$ cat config.mk
export PLATFORM = sky130hd
export DESIGN_NAME = bram_capture_writer
export DESIGN_NICKNAME = d
export VERILOG_FILES = /design/src/rtl/bram_capture_writer.sv
export SDC_FILE = /design/constraint.sdc
export NUM_CORES = 1
export LEC_CHECK = 0
export CAP_MARGIN = 10
export CORE_AREA = 8 8 247 249
export DETAILED_ROUTE_END_ITERATION = 12
export DIE_AREA = 0 0 255 257
export GPL_TIMING_DRIVEN = 1
export PLACE_DENSITY = 0.5
export SLEW_MARGIN = 15
export SYNTH_ARGS = -nofsm -noshare
export SYNTH_HDL_FRONTEND = slang
export SYNTH_SLANG_ARGS = --single-unit
$ cat constraint.sdc
create_clock -name dspclk -period 2.2 [get_ports dspclk]
set_clock_uncertainty 0.15 [all_clocks]
set_input_delay 0.66 -clock dspclk [delete_from_list [all_inputs] [get_ports dspclk]]
set_output_delay 0.66 -clock dspclk [all_outputs]
set_load 0.03 [all_outputs]
$ cat src/rtl/bram_capture_writer.sv
// Captures a DSP-domain word stream into one BRAM write port: arm/trigger/abort control,
// one registered write per accepted word, sticky done/overflow status.
module bram_capture_writer #(
    parameter int ADDR_WIDTH = 32,
    parameter int DATA_WIDTH = 256,
    parameter int LEN_WIDTH  = 12
) (
    input  logic                    dspclk,
    input  logic                    dspresetn,
    input  logic                    arm,
    input  logic                    abort,
    input  logic                    trigger,
    input  logic [ADDR_WIDTH-1:0]   base_addr,
    input  logic [LEN_WIDTH-1:0]    nwords,
    input  logic                    din_valid,
    input  logic [DATA_WIDTH-1:0]   din,
    output logic                    busy,
    output logic                    done,
    output logic                    overflow,
    output logic [LEN_WIDTH-1:0]    wcount,
    output logic                    bram_clk,
    output logic                    bram_rst,
    output logic [ADDR_WIDTH-1:0]   bram_addr,
    output logic [DATA_WIDTH-1:0]   bram_din,
    output logic                    bram_en,
    output logic [DATA_WIDTH/8-1:0] bram_we
);
    localparam int BYTES = DATA_WIDTH / 8;

    typedef enum logic [1:0] {IDLE, ARMED, CAPTURE} state_t;

    state_t                  state_q;
    logic [ADDR_WIDTH-1:0]   next_addr_q;
    logic [ADDR_WIDTH-1:0]   addr_q;
    logic [LEN_WIDTH-1:0]    nwords_q;
    logic [LEN_WIDTH-1:0]    wcount_q;
    logic [DATA_WIDTH-1:0]   din_q;
    logic                    done_q;
    logic                    ovf_q;
    logic                    en_q;
    logic                    accept_d;
    logic                    last_d;

    // The trigger cycle's word counts; abort beats both trigger and din_valid.
    always_comb begin
        accept_d = din_valid && !abort &&
                   ((state_q == ARMED && trigger) || state_q == CAPTURE);
        last_d   = (wcount_q == nwords_q - LEN_WIDTH'(1));
    end

    always_ff @(posedge dspclk) begin
        if (!dspresetn) begin
            state_q     <= IDLE;
            next_addr_q <= '0;
            addr_q      <= '0;
            nwords_q    <= '0;
            wcount_q    <= '0;
            din_q       <= '0;
            done_q      <= 1'b0;
            ovf_q       <= 1'b0;
            en_q        <= 1'b0;
        end else begin
            en_q <= 1'b0;
            case (state_q)
                IDLE: if (arm) begin
                    next_addr_q <= base_addr;
                    nwords_q    <= nwords;
                    done_q      <= (nwords == '0);
                    ovf_q       <= 1'b0;
                    wcount_q    <= '0;
                    if (nwords != '0) state_q <= ARMED;
                end
                ARMED: begin
                    if (abort)        state_q <= IDLE;
                    else if (trigger) state_q <= CAPTURE;
                end
                CAPTURE: if (abort) begin
                    state_q <= IDLE;
                    ovf_q   <= 1'b1;
                end
                default: state_q <= IDLE;
            endcase
            // wcount is the accepted-word index, so it also selects the final word.
            if (accept_d) begin
                en_q        <= 1'b1;
                addr_q      <= next_addr_q;
                din_q       <= din;
                next_addr_q <= next_addr_q + ADDR_WIDTH'(BYTES);
                wcount_q    <= wcount_q + LEN_WIDTH'(1);
                if (last_d) begin
                    done_q  <= 1'b1;
                    state_q <= IDLE;
                end
            end
        end
    end

    assign busy      = (state_q != IDLE);
    assign done      = done_q;
    assign overflow  = ovf_q;
    assign wcount    = wcount_q;
    assign bram_clk  = dspclk;
    assign bram_rst  = ~dspresetn;
    assign bram_addr = addr_q;
    assign bram_din  = din_q;
    assign bram_en   = en_q;
    assign bram_we   = {BYTES{en_q}};
endmodule

## After elaboration in Yosys (flattened, before gate mapping)

Cells that the tools add are included.

- Register bits after elaboration: 349
- Latch bits: 0
- RAM bits: 0
- ROM bits: 0
- Logic and storage cells: 55
- Memories: 0

- Add/subtract/negate cells: 3
- Multiply operators: 0
- Div/mod/pow operators: 0
- Magnitude comparators: 0
- Equality and inequality tests: 5
- Shifts and indexed selects: 0
- Mux-type cells: 22
- Bitwise logic cells: 1
- Reduce and logical (&&, ||, !) cells: 15

Operator list:

| cell | number |
|---|---|
| 32-bit two-way mux | 3 |
| 12-bit two-way mux | 3 |
| 32-bit by 6-bit adder with 32-bit output (second input constant) | 1 |
| 2-bit two-way mux | 7 |
| 12-bit by 1-bit adder with 12-bit output (second input constant) | 1 |
| 12-bit == test | 1 |
| 12-bit zero test | 1 |
| 12-bit nonzero test | 1 |
| 12-bit by 1-bit subtractor with 12-bit output (second input constant) | 1 |
| 2-bit nonzero test | 4 |
| 1-bit two-way mux | 7 |
| 2-bit case mux with 3 select lines | 1 |
| 2-bit != test (second input constant) | 2 |
| 2-bit AND reduction | 2 |
| 1-bit logical AND | 3 |
| 3-bit AND reduction | 1 |
| 2-bit by 1-bit == test with 1-bit output (second input constant) | 1 |
| 2-bit == test (second input constant) | 1 |
| 2-bit zero test | 1 |
| 1-bit case mux with 2 select lines | 1 |
| 1-bit zero test | 1 |
| 1-bit logical OR | 1 |
| 1-bit NOT | 1 |

## Longest topological paths before layout

Gate-level depths: netlist (run 1).

- Word-level depth: 6
- Gate-level depth with buffers: 8

==> results of run 1 <==
-- final cells by class --
class | instances | area (um2)
fillers | 5886 | 34300
repair buffers | 751 | 7610
flip-flops and latches | 349 | 7000
multi-input cells | 1193 | 5650
clock buffers | 68 | 1360
well taps | 765 | 957
clock inverters | 14 | 120
inverters | 11 | 48.8
diodes | 4 | 10.0
-- synthesized netlist by cell type (3+ instances only) --
library cell,instances,area (um2)
and2_1,5,31.3
clkbuf_1,60,225
ha_1,3,37.5
o21a_1,4,30.0
o211ai_1,5,37.5
xor2_1,11,96.3
buf_1,6,22.5
nor3b_1,3,22.5
nand3b_1,3,22.5
nor2_1,25,93.8
nor3_1,4,20.0
nand4_1,15,93.8
buf_4,35,263
nand2_1,638,2390
dfxtp_1,349,6990
a22oi_1,6,45.0
xnor2_1,5,43.8
nand2b_1,5,31.3
a2bb2oi_1,3,26.3
a21oi_1,330,1650
o211a_1,4,40.0
a31oi_1,11,68.8
or4_1,3,22.5
mux2_2,3,33.8
o31ai_1,7,52.6
and4_1,3,26.3
inv_1,10,37.5
a32oi_1,3,26.3
nand3_1,20,100
or3_1,6,37.5
o21ai_0,18,90.1
nor4_1,5,31.3
buf_2,52,260
and3_1,12,75.1
-- layout by cell type, fill, tap and decap left out, types with 12 or more instances in the layout --
cell	count
clkdlybuf4s50_1	304
nand4_1	15
clkdlybuf4s15_2	230
buf_6	29
nand2_1	638
nor2_1	25
buf_4	88
o21ai_0	16
a21oi_1	330
dfxtp_1	346
buf_12	22
clkbuf_16	50
nand3_1	20
buf_2	64
and3_1	12
-- flip-flops by register name (all words and copies together) (netlist names) --
register and count:
overflow 1, bram_en 1, wcount 12, next_addr_q 32, done 1, state_q 2, bram_din 256, bram_addr 32
nwords_q 12
-- worst max path at each step --
stage / to / slack [ns]
6_report: busy / -0.009
5_1_grt: bram_we[22] / -0.06
4_1_cts: bram_clk / -0.10
3_5_place_dp: next_addr_q[18] / -0.47
3_3_place_gp: next_addr_q[28] / -0.49
2_1_floorplan: bram_we[0] / 0.11
-- cell families after synthesis --
| group | Yosys count | synth area share [%] |
|---|---|---|
| AND/OR/NAND/NOR | 766 | 23.8 |
| AO/OA/AOI/OAI | 403 | 16.2 |
| flip-flops | 349 | 52.1 |
| buffers and inverters | 165 | 6.14 |
| XOR/XNOR | 16 | 1.04 |
| multiplexers | 5 | 0.401 |
| adder cells (fa/ha/maj) | 3 | 0.280 |
-- worst register-to-register path, stage by stage (launching register included) --
cell      delay (ns)
dfxtp_4         0.34
buf_4           0.13
buf_4           0.13
nand3b_1        0.17
a21boi_4        0.31
buf_12          0.18
buf_12          0.17
nand4_1         0.11
and3_1          0.20
o21a_1          0.16
-- layer usage --
layer  global-route usage, %  up-vias  share of wire [%]
met2                    29.4      441                 51
met4                    6.05       14                2.7
li1                        -     6924                  -
met1                    18.6     6546                 38
met3                    5.68       96                8.1
met5                       0        -               0.17
-- repair_timing --
action | CTS | global route
resized for setup | 979 | 112
setup buffers | 4 | 2
pin swaps | 1 | 4
gates cloned | 0 | 5
setup endpoints to repair | 335 | 157
-- metrics by stage --
stage / instance area, um2 / util (%) / hold WS [ns]
6_report: 22700 / 39.9 / 0.299
5_1_grt: 22700 / 39.9 / 0.316
4_1_cts: 22700 / 39.8 / 0.304
3_5_place_dp: 21000 / 36.8 / 0.296
3_3_place_gp: 21000 / 36.8 / 0.289
2_1_floorplan: 13400 / - / 0.282
-- power by group through the flow --
stage	logic, mW	clock network (mW)	registers [mW]
final	1.65	7.32	6.57
after global routing	1.77	7.83	6.58
after floorplan	0.501	0.0681	6.84
after CTS	1.65	7.63	6.56
after detailed placement	1.66	0.0757	6.70
after global placement	1.66	0.0757	6.70
==> results.toml, run 1 <==
[global_route]
antenna_found_initial = 12
overflow = 0
grt_pass1_wl_mm = 85.3
grt_max_degree = 80
grt_use_total_pct = 16.8
grt_pass1_vias = 13555

[place]
gp_congestion = 0.890
placedCellCount = 3062
pre_cts_slack_ns = -0.474
port-buffer-count = 643
dp_hpwl_mm = 44.5

[power]
max-vdd-ir-drop_mv = 0.485
p_sw_share_pct = 24.6
power.internal_mw = 11.7
power_leakage_nw = 8.22
share_comb_of_total_power_pct = 10.6
power.density_nw_per_um2 = 683
power_mw = 15.5
power_switching_mw = 3.82
p_seq_share_pct = 42.3
p_clk_share_pct = 47.1

[synth]
ys_seq_elements = 349
synth-async-reset-ratio_pct = 0
syn_nets = 2016
syn_area_um2 = 13400
synthFlopType = "dfxtp_1"
syn_inst = 1707
synth_cell_types = 61
syn_avg_cell_area_um2 = 7.86
synth-edff-count = 0
yosysWarnings = 0
synth_seq_area_share_pct = 52.1

[setup_path]
crit_chain = "or2_4, buf_12"
worstReg2RegStart = "state_q[0]"
cp.required_ns = 1.39
cp_max_fo = 2
crit_cells = 2
path_delay_family = "flip-flops"
cp_data_arrival_time_ns = 1.40
crit_path_start_kind = "register"
path_buf_inv = 1
path_class = "register to output pin"
slowest_delay_ns = 0.34
startpoint = "state_q[0]"
crit_path_end_kind = "output pin"
r2r-end = "next_addr_q[21]"
cpMaxStageDelayCell = "dfxtp_4"
ff2ff_path_depth = 9
reg2reg_slack_ns = 0.03

[min_path]
hold_path_class = "register to register"
min_to = "bram_din[37]"
min_delay_path_depth = 2
min-delay-start = "bram_din[37]"

[routing]
antenna_left = 0
wl_mm = 58.9
drt_pre_antenna_iters = 7
vias = 14021
post-route-drc-count = 0
vias_per_cell = 4.44
avgRoutedWirePerCell_um = 18.7
drt_iter0_markers = 664

[floorplan]
initial_core_util_pct = 23.5
die_area_um2 = 65500
die_x_um = 255
io_pins = 644
rows = 88
die_height_um = 257
coreArea_um2 = 57000

[finish]
area_growth_pct = 69.6
nNetsFinal = 2661
stdcell_count = 3155
drive_gt1_share_pct = 22.7

[status]
violations = "negative setup slack"
outcome = "finished with violations"

[timing]
tightest_slew_ns = 0.491
period_share_pct = 100
fmax_mhz = 453
period_needed_ns = 2.21
slew_headroom_pct = 67.2
rsz0062_at_grt = "yes"
setup_tns_ns = -0.00946
hold_viol = 0
drv_slew = 0
layout_setup_ws_ns = -0.00946
setup_viol = 1

[clock_tree]
ctsHoldBuffers = 0
cts_tree = "yes"
clk_pin_slew_ns = 0.06
clock_latency_ns = 0.67

[flow_run]
maxCapViolations = 0
No activity file was read; power rests on OpenSTA's default activity.
==> run 2, diff against run 1 <==
--- a/config.mk
+++ b/config.mk
@@ -7,6 +7,7 @@
 export LEC_CHECK = 0
 export CAP_MARGIN = 10
 export CORE_AREA = 8 8 247 249
+export CTS_CLUSTER_DIAMETER = 50
 export DETAILED_ROUTE_END_ITERATION = 12
 export DIE_AREA = 0 0 255 257
 export GPL_TIMING_DRIVEN = 1
==> results.toml, run 2 (synthesis gave the netlist of run 1 again) <==
[status]
outcome = "finished with violations"
violations = "negative setup slack"

[routing]
wl_mm = 58.9
antenna_left = 0
vias = 14113
drt_iter0_markers = 625
avgRoutedWirePerCell_um = 18.6
post-route-drc-count = 0
drt_pre_antenna_iters = 6
vias_per_cell = 4.45

[finish]
final_util_pct = 39.1
area_growth_pct = 66.3
n_fill_cell = 5963
fin_area_um2 = 22300
layout_commonest_cell = "nand2_1"
nNetsFinal = 2670
stdcell_count = 3169
drive_gt1_share_pct = 23.2
final_cell_mix = "nand2_1, dfxtp_1, a21oi_1"
largest_register_ff_count = 256

[setup_path]
path_delay_family = "flip-flops"
reg2reg_slack_ns = 0.10
path_buf_inv = 1
cp_max_fo = 2
crit_path_end_kind = "output pin"
crit_chain = "or2_4, buf_12"
cp.required_ns = 1.39
cp_data_arrival_time_ns = 1.43
crit_path_start_kind = "register"
slowest_delay_ns = 0.34
cpMaxStageDelayCell = "dfxtp_4"
path_class = "register to output pin"

[clock_tree]
ctsHoldBuffers = 0
cts_tree = "yes"
clock_latency_ns = 0.70
clk_pin_slew_ns = 0.06

[global_route]
antenna_found_initial = 11
overflow = 0
grt_use_total_pct = 16.8
grt_pass1_vias = 13613
grt_max_degree = 80
grt_pass1_wl_mm = 85.3

[timing]
fmax_mhz = 446
hold_viol = 0
layout_setup_ws_ns = -0.0419
slew_headroom_pct = 67.1
tightest_slew_ns = 0.493
setup_tns_ns = -0.268
rsz0062_at_grt = "yes"
drv_slew = 0
period_needed_ns = 2.24
period_share_pct = 102
setup_viol = 17

[floorplan]
die_x_um = 255
initial_core_util_pct = 23.5
rows = 88
coreArea_um2 = 57000
die_area_um2 = 65500
die_height_um = 257
io_pins = 644

[power]
power_mw = 17.0
power_leakage_nw = 8.62
power.density_nw_per_um2 = 761
max-vdd-ir-drop_mv = 0.508

[place]
placed_area_um2 = 21000
dp_hpwl_mm = 44.5
port-buffer-count = 643
gp_congestion = 0.890
placedCellCount = 3062

[flow_run]
maxCapViolations = 0

[min_path]
hold_path_class = "register to register"
-- run 2: routing by layer --
| metal | vias to the layer above | wire, um | global-route usage, % |
|---|---|---|---|
| li1 | 6950 | - | - |
| met1 | 6564 | 22300 | 18.6 |
| met2 | 474 | 29600 | 29.2 |
| met3 | 111 | 5080 | 6.07 |
| met4 | 14 | 1890 | 6.24 |
| met5 | - | 96 | 0 |
-- run 2: final cells by class --
cell class	count	area, um2	area share [%]
clock inverter	26	343	1.54
inverter	11	48.8	0.219
antenna	3	7.51	0.0337
timing repair buffer	752	6790	30.5
multi-input combinational	1193	5650	25.3
tap	765	957	4.29
clock buffer	70	1500	6.74
sequential	349	7000	31.4
-- run 2: final timing paths --
path,from,endpoint,cells after the start
hold reg to reg,next_addr_q[0],bram_addr[0],2
setup / recovery,state_q[1],busy,2
setup reg to reg,next_addr_q[10],next_addr_q[30],6
hold / removal,next_addr_q[0],bram_addr[0],2
-- run 2: timing repair --
action / 4_1_cts / 5_1_grt
setup endpoints to repair: 335 / 234
gates cloned: 0 / 3
gates resized for setup: 1135 / 229
pin swaps: 1 / 2
setup buffers: 3 / 6
-- run 2: worst register-to-register path: stages (launching register included) --
cell	delay (ns)
dfxtp_1	0.50
and3_1	0.22
and4_1	0.36
buf_4	0.22
nand3_1	0.11
or3_1	0.31
a31oi_1	0.16
-- run 2: power breakdown --
| group | switching, mW | total (mW) | internal (mW) |
|---|---|---|---|
| logic | 0.768 | 1.62 | 0.851 |
| clock network | 3.24 | 8.79 | 5.54 |
| registers | 0.110 | 6.57 | 6.46 |
-- run 2: stage by stage --
stage	setup slack (ns)	hold slack (ns)
global placement	-0.485	0.289
floorplan	0.109	0.282
global route	-0.0967	0.316
finish	-0.0419	0.293
CTS	-0.0965	0.294
detailed placement	-0.474	0.296
==> run 3, diff against run 2 <==
--- a/config.mk
+++ b/config.mk
@@ -11,6 +11,7 @@
 export DETAILED_ROUTE_END_ITERATION = 12
 export DIE_AREA = 0 0 255 257
 export GPL_TIMING_DRIVEN = 1
+export MAX_ROUTING_LAYER = met4
 export PLACE_DENSITY = 0.5
 export SLEW_MARGIN = 15
 export SYNTH_ARGS = -nofsm -noshare
==> results.toml, run 3 (synthesis gave the netlist of run 1 again) <==
[flow_run]
maxCapViolations = 0

[floorplan]
coreArea_um2 = 57000
io_pins = 644
die_area_um2 = 65500
rows = 88
die_x_um = 255
die_height_um = 257
initial_core_util_pct = 23.5

[global_route]
antenna_found_initial = 11
grt_pass1_vias = 13640
grt_pass1_wl_mm = 85.2
overflow = 0
grt_use_total_pct = 17.3
grt_max_degree = 80

[timing]
period_share_pct = 102
period_needed_ns = 2.24
setup_viol = 17
slew_headroom_pct = 67.2
setup_tns_ns = -0.289
hold_viol = 0
drv_slew = 0
tightest_slew_ns = 0.492
rsz0062_at_grt = "yes"
fmax_mhz = 446
holdWs_ns = 0.294
layout_setup_ws_ns = -0.0423

[setup_path]
crit_path_start_kind = "register"
cpMaxStageDelayCell = "dfxtp_4"
crit_chain = "or2_4, buf_12"
r2r-end = "next_addr_q[30]"
cp.required_ns = 1.39
crit_path_end_kind = "output pin"
slowest_delay_ns = 0.34
path_class = "register to output pin"
cp_max_fo = 2
ff2ff_path_depth = 6
reg2reg_slack_ns = 0.11
worstReg2RegStart = "next_addr_q[10]"
cp_data_arrival_time_ns = 1.43

[clock_tree]
clock_latency_ns = 0.70
clk_pin_slew_ns = 0.06
cts_tree = "yes"
ctsHoldBuffers = 0

[finish]
area_growth_pct = 66.4
layout_commonest_cell = "nand2_1"
drive_gt1_share_pct = 23.2
final_cell_mix = "nand2_1, dfxtp_1, a21oi_1"
nNetsFinal = 2670
largest_register_ff_count = 256

[routing]
vias = 14043
drt_pre_antenna_iters = 5
vias_per_cell = 4.42
antenna_left = 0
post-route-drc-count = 0
avgRoutedWirePerCell_um = 18.5
wl_mm = 58.9
drt_iter0_markers = 665

[place]
gp_congestion = 0.905
dp_hpwl_mm = 44.5
port-buffer-count = 643

[power]
power_leakage_nw = 8.61
p_seq_share_pct = 38.7
p_clk_share_pct = 51.8
power_switching_mw = 4.12
share_comb_of_total_power_pct = 9.5
p_sw_share_pct = 24.3
max-vdd-ir-drop_mv = 0.508
power.density_nw_per_um2 = 760
power.internal_mw = 12.9

[status]
outcome = "finished with violations"
violations = "negative setup slack"

[min_path]
min-delay-start = "next_addr_q[0]"
hold_path_class = "register to register"
min_delay_path_depth = 2
min_to = "bram_addr[0]"
==> run 3: changes by cell type in the layout (fill, tap and decap cells not counted), sizes merged <==
| cell | before | now |
|---|---|---|
| diode | 3 | 10 |
| buf | 338 | 337 |
| clkdlybuf4s18 | 18 | 19 |
==> run 3: worst max-delay path: cells and delay by family, from the launching register on <==
| family | cells | cell delay (ns) |
|---|---|---|
| flops | 1 | 0.34 |
| simple gates | 1 | 0.25 |
| buf+inv | 1 | 0.14 |
==> run 3: stage by stage <==
stage	power, mW	area [um2]	util, %	instances	setup slack (ns)
final	17.0	22300	39.1	3176	-0.0423
after global routing	17.6	22300	39.1	3176	-0.0965
after CTS	17.3	22600	39.6	3159	-0.0965
after detailed placement	8.44	21000	36.8	3062	-0.474
after global placement	8.43	21000	36.8	3062	-0.485
after floorplan	7.41	13400	-	1707	0.109
==> run 3: what timing repair did <==
| action | 4_1_cts | 5_1_grt |
|---|---|---|
| cloned | 0 | 3 |
| setup buffers | 3 | 6 |
| endpoints found under the setup margin | 335 | 233 |
| resized for setup | 1135 | 228 |
| pin swaps | 1 | 2 |
==> run 3: layer usage <==
layer  track usage (%)  share of wire, %
met4              6.32               3.2
met2              29.1                50
met5                 -                 0
met3              5.72               7.9
met1              18.9                39
==> run 3: area by class of cell <==
type                            count  area (um2)
Fill cell                        5957       34700
Multi-Input combinational cell   1193        5650
Timing Repair Buffer              752        6800
Clock inverter                     26         343
Tap cell                          765         957
Sequential cell                   349        7000
Inverter                           11        48.8
Clock buffer                       70        1500
Antenna cell                       10        25.0
==> run 3: power by group through the flow <==
stage	Clock [mW]	Sequential (mW)	Combinational, mW
3_5_place_dp	0.0757	6.70	1.66
3_3_place_gp	0.0757	6.70	1.66
5_1_grt	9.32	6.58	1.74
4_1_cts	9.13	6.57	1.63
2_1_floorplan	0.0681	6.84	0.501
6_report	8.78	6.57	1.62
==> run 3: how the worst max path moves through the flow <==
stage                     from               to  slack (ns)
floorplan              bram_en       bram_we[0]        0.11
global placement     din_valid  next_addr_q[28]       -0.49
detailed placement   din_valid  next_addr_q[18]       -0.47
CTS                     dspclk         bram_clk        -0.1
global route           bram_en       bram_we[6]        -0.1
finish              state_q[1]             busy       -0.04
